`src/rtl/gpr_wb_pkg.sv`:
```
// Shared types for the integer register-file write-back front end.
// Optional macro GPR_WB_FWD_EN enables the write-cycle bypass outputs in gpr_writeback.
package gpr_wb_pkg;

    // Architectural register file geometry
    localparam int unsigned REG_COUNT = 32;
    localparam int unsigned REG_IDX_W = 5;

    // Result data width carried through the LSU buffer
    localparam int unsigned WB_DATA_W = 64;

    // Which producer owns the write port in a given cycle
    typedef enum logic [1:0] {
        WB_SRC_NONE = 2'd0,
        WB_SRC_ALU  = 2'd1,
        WB_SRC_LSU  = 2'd2
    } wb_src_e;

    // One buffered long-latency result
    typedef struct packed {
        logic [REG_IDX_W-1:0] rd;
        logic [WB_DATA_W-1:0] data;
    } wb_entry_t;

    // x0 is hardwired zero, so a write to it is consumed without effect
    function automatic logic is_real_dest(input logic [REG_IDX_W-1:0] rd);
        return rd != '0;
    endfunction

endpackage

```
`src/rtl/wb_fifo.sv`:
```
// Synchronous FIFO of write-back entries buffering LSU/MUL results.
// DEPTH must be a power of two and at least 2 so the pointers wrap naturally.
module wb_fifo
    import gpr_wb_pkg::*;
#(
    parameter int unsigned DEPTH = 4,
    localparam int unsigned CNT_W = $clog2(DEPTH + 1)
) (
    input  logic             clk,
    input  logic             rst_n,
    input  logic             push,
    input  wb_entry_t        wdata,
    input  logic             pop,
    output wb_entry_t        head,
    output logic [CNT_W-1:0] count,
    output logic             full,
    output logic             empty
);

    localparam int unsigned PTR_W = $clog2(DEPTH);

    wb_entry_t        mem_q [DEPTH];
    logic [PTR_W-1:0] wr_ptr_q, wr_ptr_d;
    logic [PTR_W-1:0] rd_ptr_q, rd_ptr_d;
    logic [CNT_W-1:0] count_q, count_d;
    logic             do_push;
    logic             do_pop;

    // Guard against overrun/underrun so a misbehaving caller cannot corrupt state
    always_comb begin
        do_push  = push && (count_q != CNT_W'(DEPTH));
        do_pop   = pop && (count_q != '0);
        wr_ptr_d = wr_ptr_q;
        rd_ptr_d = rd_ptr_q;
        count_d  = count_q;
        if (do_push) begin
            wr_ptr_d = wr_ptr_q + PTR_W'(1);
        end
        if (do_pop) begin
            rd_ptr_d = rd_ptr_q + PTR_W'(1);
        end
        // Simultaneous push and pop leaves the occupancy unchanged
        unique case ({do_push, do_pop})
            2'b10:   count_d = count_q + CNT_W'(1);
            2'b01:   count_d = count_q - CNT_W'(1);
            default: count_d = count_q;
        endcase
    end

    // Pointer and occupancy state, cleared immediately on reset
    always_ff @(posedge clk or negedge rst_n) begin
        if (!rst_n) begin
            wr_ptr_q <= '0;
            rd_ptr_q <= '0;
            count_q  <= '0;
        end else begin
            wr_ptr_q <= wr_ptr_d;
            rd_ptr_q <= rd_ptr_d;
            count_q  <= count_d;
        end
    end

    // Storage needs no reset: entries are only visible once counted
    always_ff @(posedge clk) begin
        if (do_push) begin
            mem_q[wr_ptr_q] <= wdata;
        end
    end

    assign head  = mem_q[rd_ptr_q];
    assign count = count_q;
    assign full  = (count_q == CNT_W'(DEPTH));
    assign empty = (count_q == '0);

endmodule

```
`src/rtl/gpr_writeback.sv`:
```
// Write-side front end of the integer register file: merges ALU results with buffered
// LSU results, drives one registered write per cycle and tracks pending long-latency writes.
// Optional macro GPR_WB_FWD_EN adds fwd1_hit/fwd2_hit/fwd_data bypass outputs.
// ARCH_WIDTH is expected to match gpr_wb_pkg::WB_DATA_W, the width of buffered entries.
module gpr_writeback
    import gpr_wb_pkg::*;
#(
    parameter int unsigned ARCH_WIDTH = WB_DATA_W,
    parameter int unsigned FIFO_DEPTH = 4
) (
    input  logic                  clk,
    input  logic                  rst_n,
    // Single-cycle ALU results
    input  logic                  alu_valid,
    input  logic [REG_IDX_W-1:0]  alu_rd,
    input  logic [ARCH_WIDTH-1:0] alu_data,
    output logic                  alu_stall,
    // Long-latency LSU/MUL results
    input  logic                  lsu_valid,
    output logic                  lsu_ready,
    input  logic [REG_IDX_W-1:0]  lsu_rd,
    input  logic [ARCH_WIDTH-1:0] lsu_data,
    // Scoreboard set and query
    input  logic                  issue_valid,
    input  logic [REG_IDX_W-1:0]  issue_rd,
    input  logic [REG_IDX_W-1:0]  rs1,
    input  logic [REG_IDX_W-1:0]  rs2,
    output logic                  rs1_busy,
    output logic                  rs2_busy,
    // Register-file write port
    output logic                  wb_en,
    output logic [REG_IDX_W-1:0]  wb_rd,
    output logic [ARCH_WIDTH-1:0] wb_data,
    output logic                  fifo_empty
`ifdef GPR_WB_FWD_EN
    ,
    output logic                  fwd1_hit,
    output logic                  fwd2_hit,
    output logic [ARCH_WIDTH-1:0] fwd_data
`endif
);

    localparam int unsigned CNT_W = $clog2(FIFO_DEPTH + 1);

    wb_entry_t              fifo_wdata;
    wb_entry_t              fifo_head;
    logic [CNT_W-1:0]       fifo_count;
    logic                   fifo_full;
    logic                   fifo_push;
    logic                   fifo_pop;

    wb_src_e                wb_src;
    logic [REG_IDX_W-1:0]   win_rd;
    logic [ARCH_WIDTH-1:0]  win_data;

    logic                   wb_en_q;
    logic [REG_IDX_W-1:0]   wb_rd_q;
    logic [ARCH_WIDTH-1:0]  wb_data_q;

    logic [REG_COUNT-1:0]   pending_q, pending_d;

    // Ready comes from registered occupancy only, so a full FIFO never pops through
    assign lsu_ready        = !fifo_full;
    assign fifo_push        = lsu_valid && lsu_ready;
    assign fifo_wdata.rd    = lsu_rd;
    assign fifo_wdata.data  = lsu_data;

    wb_fifo #(
        .DEPTH (FIFO_DEPTH)
    ) u_wb_fifo (
        .clk   (clk),
        .rst_n (rst_n),
        .push  (fifo_push),
        .wdata (fifo_wdata),
        .pop   (fifo_pop),
        .head  (fifo_head),
        .count (fifo_count),
        .full  (fifo_full),
        .empty (fifo_empty)
    );

    // Pick at most one writer: a full FIFO takes priority so LSU producers can drain
    always_comb begin
        wb_src   = WB_SRC_NONE;
        fifo_pop = 1'b0;
        if (fifo_count == CNT_W'(FIFO_DEPTH)) begin
            wb_src   = WB_SRC_LSU;
            fifo_pop = 1'b1;
        end else if (alu_valid) begin
            wb_src   = WB_SRC_ALU;
        end else if (!fifo_empty) begin
            wb_src   = WB_SRC_LSU;
            fifo_pop = 1'b1;
        end
    end

    // Route the winning result towards the output register
    always_comb begin
        win_rd   = '0;
        win_data = '0;
        unique case (wb_src)
            WB_SRC_ALU: begin
                win_rd   = alu_rd;
                win_data = alu_data;
            end
            WB_SRC_LSU: begin
                win_rd   = fifo_head.rd;
                win_data = fifo_head.data;
            end
            default: begin
                win_rd   = '0;
                win_data = '0;
            end
        endcase
    end

    // The ALU holds its result whenever it did not win the port
    assign alu_stall = alu_valid && (wb_src != WB_SRC_ALU);

    // Register the winner; writes to x0 are consumed but never strobe wb_en
    always_ff @(posedge clk or negedge rst_n) begin
        if (!rst_n) begin
            wb_en_q   <= 1'b0;
            wb_rd_q   <= '0;
            wb_data_q <= '0;
        end else if (wb_src != WB_SRC_NONE) begin
            wb_en_q   <= is_real_dest(win_rd);
            wb_rd_q   <= win_rd;
            wb_data_q <= win_data;
        end else begin
            wb_en_q   <= 1'b0;
        end
    end

    assign wb_en   = wb_en_q;
    assign wb_rd   = wb_rd_q;
    assign wb_data = wb_data_q;

    // Pending-write bits: FIFO pops clear, issues set afterwards so set wins on a tie
    always_comb begin
        pending_d = pending_q;
        if (fifo_pop) begin
            pending_d[fifo_head.rd] = 1'b0;
        end
        if (issue_valid) begin
            pending_d[issue_rd] = 1'b1;
        end
        pending_d[0] = 1'b0;
    end

    // Scoreboard state; reset drops every outstanding pending bit
    always_ff @(posedge clk or negedge rst_n) begin
        if (!rst_n) begin
            pending_q <= '0;
        end else begin
            pending_q <= pending_d;
        end
    end

    assign rs1_busy = pending_q[rs1];
    assign rs2_busy = pending_q[rs2];

`ifdef GPR_WB_FWD_EN
    // Bypass the register file during the cycle the write is being performed
    assign fwd1_hit = wb_en_q && (wb_rd_q == rs1) && is_real_dest(wb_rd_q);
    assign fwd2_hit = wb_en_q && (wb_rd_q == rs2) && is_real_dest(wb_rd_q);
    assign fwd_data = wb_data_q;
`endif

endmodule

```
`config.mk`:
```
export PLATFORM = sky130hd
export DESIGN_NAME = gpr_writeback
export DESIGN_NICKNAME = d
export VERILOG_FILES = /design/src/rtl/gpr_wb_pkg.sv /design/src/rtl/wb_fifo.sv /design/src/rtl/gpr_writeback.sv
export SDC_FILE = /design/constraint.sdc
export NUM_CORES = 1
export LEC_CHECK = 0
export ABC_AREA = 1
export BUFFER_PORTS_ARGS = -buffer_cell sky130_fd_sc_hd__buf_2
export CORE_ASPECT_RATIO = 1.75
export CORE_UTILIZATION = 40
export CTS_CLUSTER_SIZE = 20
export DETAILED_ROUTE_END_ITERATION = 7
export PLACE_DENSITY_LB_ADDON = 0.15
export SLEW_MARGIN = 5
export SYNTH_ARGS = -nofsm -noshare
export SYNTH_HDL_FRONTEND = slang
export SYNTH_HIERARCHICAL = 1
export SYNTH_SLANG_ARGS = --single-unit
```
`constraint.sdc`:
```
create_clock -name clk -period 12.8 [get_ports clk]
set_input_delay 0.64 -clock clk [delete_from_list [all_inputs] [get_ports clk]]
set_output_delay 0.64 -clock clk [all_outputs]
set_load 0.005 [all_outputs]
```
==> flow_results.xml <==
<?xml version="1.0" encoding="UTF-8"?>
<metrics>
  <group name="place">
    <metric name="place_congestion" unit="">0.853</metric>
    <metric name="dp_hpwl" unit="mm">26.8</metric>
    <metric name="io_buffer_count" unit="">232</metric>
    <metric name="post-place-ws" unit="ns">9.54</metric>
  </group>
  <group name="timing">
    <metric name="timing.final.max_slew_violations" unit="">0</metric>
    <metric name="final_layout_worst_hold_slack" unit="ns">0.103</metric>
    <metric name="finalWorstSetupSlack" unit="ns">9.35</metric>
    <metric name="timing.final.hold_violations" unit="">0</metric>
    <metric name="final.period_utilization" unit="%">26.9</metric>
    <metric name="final.min_clock_period" unit="ns">3.45</metric>
    <metric name="maxSlewHeadroom" unit="%">25.2</metric>
    <metric name="setup_repair_after_global_routing_missed_its_margin" unit="">no</metric>
    <metric name="worst_slew_pin_slew" unit="ns">1.12</metric>
    <metric name="number_of_setup_violations_in_the_final_report" unit="">0</metric>
    <metric name="fin_worst_skew" unit="ns">0.0110</metric>
    <metric name="setup_tns" unit="ns">0</metric>
    <metric name="max_freq" unit="GHz">0.290</metric>
  </group>
  <group name="finish">
    <metric name="numnets_final" unit="">1925</metric>
    <metric name="nFillCells" unit="">3863</metric>
    <metric name="layout-drive-gt1-share" unit="%">18.0</metric>
    <metric name="area_growth_syn_to_layout" unit="%">16.4</metric>
  </group>
  <group name="critical_path">
    <metric name="critical-path-slowest-cell" unit="">ha_4</metric>
    <metric name="worst_ep_required_time" unit="ns">12.16</metric>
    <metric name="cp.arrival" unit="ns">2.81</metric>
    <metric name="critical_path.max_fanout" unit="">70</metric>
    <metric name="worstSetupPathType" unit="">reg -&gt; out</metric>
    <metric name="setup.worst_path.end_class" unit="">output port</metric>
    <metric name="cpMostUsedCell" unit="">inv_1</metric>
    <metric name="path_cells" unit="">inv_1, nand3_1, inv_1, o21ai_4, inv_1, ha_4, nor2_1, buf_2</metric>
    <metric name="critical_path.max_stage_delay" unit="ns">0.75</metric>
    <metric name="worstSetupStartpointType" unit="">register</metric>
    <metric name="path_buf_inv" unit="">4</metric>
    <metric name="cpLargestDelayFamily" unit="">adder cells</metric>
    <metric name="regToRegSetupSlack" unit="ns">9.57</metric>
  </group>
  <group name="route">
    <metric name="route.detailed.vias_per_inst" unit="">5.05</metric>
    <metric name="detailedRoute.firstPassIterationCount" unit="">5</metric>
    <metric name="detail_route.drc_violations" unit="">0</metric>
    <metric name="drt-initial-drc-count" unit="">607</metric>
    <metric name="wl" unit="mm">42.3</metric>
    <metric name="route.antenna.remaining_nets" unit="">0</metric>
    <metric name="vias" unit="">11900</metric>
    <metric name="avgRoutedWirePerCell" unit="um">18.0</metric>
  </group>
  <group name="global_route">
    <metric name="global_route.usage.met2" unit="%">37.3</metric>
    <metric name="groute.layer.met1.usage" unit="%">21.1</metric>
    <metric name="grt.overflow.total" unit="">0</metric>
    <metric name="grt_util_met3" unit="%">2.93</metric>
    <metric name="globalRoute.busiestLayer" unit="">met2</metric>
    <metric name="grt_pass1_wl" unit="mm">64.8</metric>
    <metric name="track_usage" unit="%">19.9</metric>
    <metric name="grt_antenna_before_repair" unit="">10</metric>
    <metric name="grt_start_max_net_pins" unit="">167</metric>
    <metric name="grt_pass1_vias" unit="">11900</metric>
  </group>
  <group name="clock_tree">
    <metric name="clkLatencyLatePin" unit="ns">0.53</metric>
    <metric name="post-cts-setup-buffers" unit="">0</metric>
    <metric name="clk_root_buffer_cell" unit="">clkbuf_16</metric>
    <metric name="cts_tree" unit="">built</metric>
    <metric name="cts_max_level" unit="">2</metric>
    <metric name="clock_slew_at_the_register_clock_pins_of_the_worst_setup_and_hold_paths" unit="ns">0.07</metric>
    <metric name="clockBufferDepth" unit="">3</metric>
    <metric name="cts_hold_buf" unit="">0</metric>
    <metric name="cts_buffers" unit="">37</metric>
    <metric name="post_cts_resize_count" unit="">0</metric>
    <metric name="clkSinkCount" unit="">384</metric>
  </group>
  <group name="flow_run">
    <metric name="max_cap_violations" unit="">0</metric>
  </group>
  <group name="power">
    <metric name="net-switching-power" unit="W">0.00167</metric>
    <metric name="power.sequential.fraction" unit="%">41.0</metric>
    <metric name="clock_power_share" unit="%">25.0</metric>
    <metric name="power.static_leakage" unit="nW">8.72</metric>
    <metric name="irDropWorstVdd" unit="mV">0.112</metric>
    <metric name="power.share.switching" unit="%">37.0</metric>
    <metric name="power.internal" unit="W">0.00285</metric>
    <metric name="power.share.combinational" unit="%">34.0</metric>
    <metric name="power_per_cell_area" unit="nW/um2">230</metric>
  </group>
  <group name="die">
    <metric name="start_util" unit="%">40.5</metric>
    <metric name="core.rowCount" unit="">99</metric>
    <metric name="die_area" unit="um2">43000</metric>
    <metric name="fp.dieW" unit="um">157</metric>
    <metric name="die_height" unit="um">274</metric>
    <metric name="floorplan.core_area" unit="um2">41600</metric>
    <metric name="top_level_i_o_count" unit="">233</metric>
  </group>
  <group name="logic_synthesis">
    <metric name="synthesis.area" unit="um2">16900</metric>
    <metric name="cell_type_contributing_the_most_total_cell_area_after_synthesis" unit="">edfxtp_1</metric>
    <metric name="ys_seq_area_share" unit="%">65.2</metric>
    <metric name="synth-async-reset-ratio" unit="%">28.1</metric>
    <metric name="synth-main-ff-cell" unit="">edfxtp_1</metric>
    <metric name="netlist.area_leader.share" unit="%">49.1</metric>
    <metric name="synth.most_common_cell" unit="">nand2_1</metric>
    <metric name="flip_flop_and_latch_count_after_synthesis" unit="">384</metric>
    <metric name="synth_fp_nets" unit="">1732</metric>
    <metric name="commonest_cells_post_synth" unit="">nand2_1, edfxtp_1, inv_1</metric>
    <metric name="synth_warnings" unit="">6</metric>
    <metric name="synth-edff-count" unit="">276</metric>
    <metric name="synthesis.instances" unit="">1565</metric>
    <metric name="yosys-top-cells-area" unit="">edfxtp_1, dfrtp_1, nand2_1</metric>
    <metric name="synth.distinct_cells" unit="">27</metric>
    <metric name="synthesis.area_per_instance" unit="um2">10.8</metric>
  </group>
  <group name="status">
    <metric name="result_of_the_run" unit="">finished clean</metric>
  </group>
  <group name="worst_hold_path">
    <metric name="path_class_of_the_lowest_slack_min_delay_path" unit="">in -&gt; async</metric>
  </group>
</metrics>
==> layer usage <==
metal	vias to the layer above	part of all wire [%]
li1	5782	-
met1	5633	37
met2	316	54
met3	119	4.1
met4	8	4.4
met5	-	0.11
==> state kept, by name, indices dropped and copies added, names as in the netlist <==
name and cells:
u_wb_fifo/wr_ptr_q 2, wb_en 1, u_wb_fifo/rd_ptr_q 2, wb_rd 5, u_wb_fifo/mem_q 276, u_wb_fifo/count 3, wb_data 64, pending_q 31
==> per-stage QoR <==
step / util [%] / power [W] / instance area, um2 / cells
2_1_floorplan: - / 0.00293 / 16900 / 1565
3_3_place_gp: 44.1 / 0.00342 / 18300 / 2274
3_5_place_dp: 44.1 / 0.00345 / 18300 / 2274
4_1_cts: 47.1 / 0.00458 / 19600 / 2341
5_1_grt: 47.1 / 0.00482 / 19600 / 2346
6_report: 47.1 / 0.00452 / 19600 / 2348
==> kinds of logic after synthesis <==
kind of cell	after synthesis	share of synthesized area, %
xor+xnor	1	0.0519
compound gates	273	11.6
flops	384	65.2
buf+inv	280	7.43
simple gates	618	15.0
fa+ha+maj	9	0.712
==> worst paths after layout <==
path,start,to,cells after the start
setup / recovery,u_wb_fifo/count[0],alu_stall,8
hold / removal,rst_n,wb_data[15],1
setup reg to reg,u_wb_fifo/rd_ptr_q[0],pending_q[4],9
hold reg to reg,wb_data[51],wb_data[51],2
max in group asynchronous,rst_n,wb_data[44],2
min in group clk,lsu_data[39],u_wb_fifo/mem_q[3][39],1
==> worst reg2reg max path, cell delays in order (launching register included) <==
cell and delay [ns]:
dfrtp_1 0.45, inv_8 0.56, buf_4 0.94, nand2_1 0.15, o211ai_1 0.13, nand2_1 0.18, nor2_1 0.17, nand2_1 0.19
o21ai_0 0.22, o21ai_0 0.11
==> layout by cell type, fill, tap and decap left out, types with 2 or more instances in the layout <==
cell type | synthesis | routed
inv_1 | 185 | 185
buf_2 | 42 | 231
nor2_4 | 0 | 4
inv_2 | 3 | 3
buf_4 | 2 | 12
clkbuf_1 | 24 | 4
bufinv_16 | 0 | 4
clkbuf_8 | 0 | 3
clkinv_1 | 1 | 3
ha_1 | 8 | 5
clkinvlp_4 | 0 | 3
o211ai_1 | 138 | 138
edfxtp_1 | 276 | 276
o21ai_0 | 66 | 66
inv_6 | 1 | 2
nand2_2 | 2 | 2
dfrtp_1 | 108 | 107
diode_2 | 0 | 7
nor2_1 | 13 | 9
o21ai_1 | 4 | 4
clkbuf_16 | 0 | 39
nand3_1 | 145 | 145
ha_4 | 0 | 2
a22o_1 | 64 | 64
nand2_1 | 455 | 455
clkinv_2 | 0 | 8
==> power groups by stage <==
stage | logic, W | clock network (W) | registers [W]
after floorplan | 0.00107 | 0 | 0.00186
after global placement | 0.00155 | 0 | 0.00187
after detailed placement | 0.00157 | 0 | 0.00188
after CTS | 0.00157 | 0.00116 | 0.00185
after global routing | 0.00173 | 0.00120 | 0.00189
final | 0.00154 | 0.00113 | 0.00185
==> area by class of cell <==
class                   instances  area, um2  share of cell area (%)
repair buffers                243       1250                    6.35
clock buffers                  46       1030                    5.26
clock inverters                21        228                    1.16
diodes                          7       17.5                  0.0893
well taps                     555        694                    3.54
flip-flops and latches        384      11000                    56.0
multi-input cells             901       4680                    23.8
inverters                     191        732                    3.73
Power figures use the tool's default switching activity.
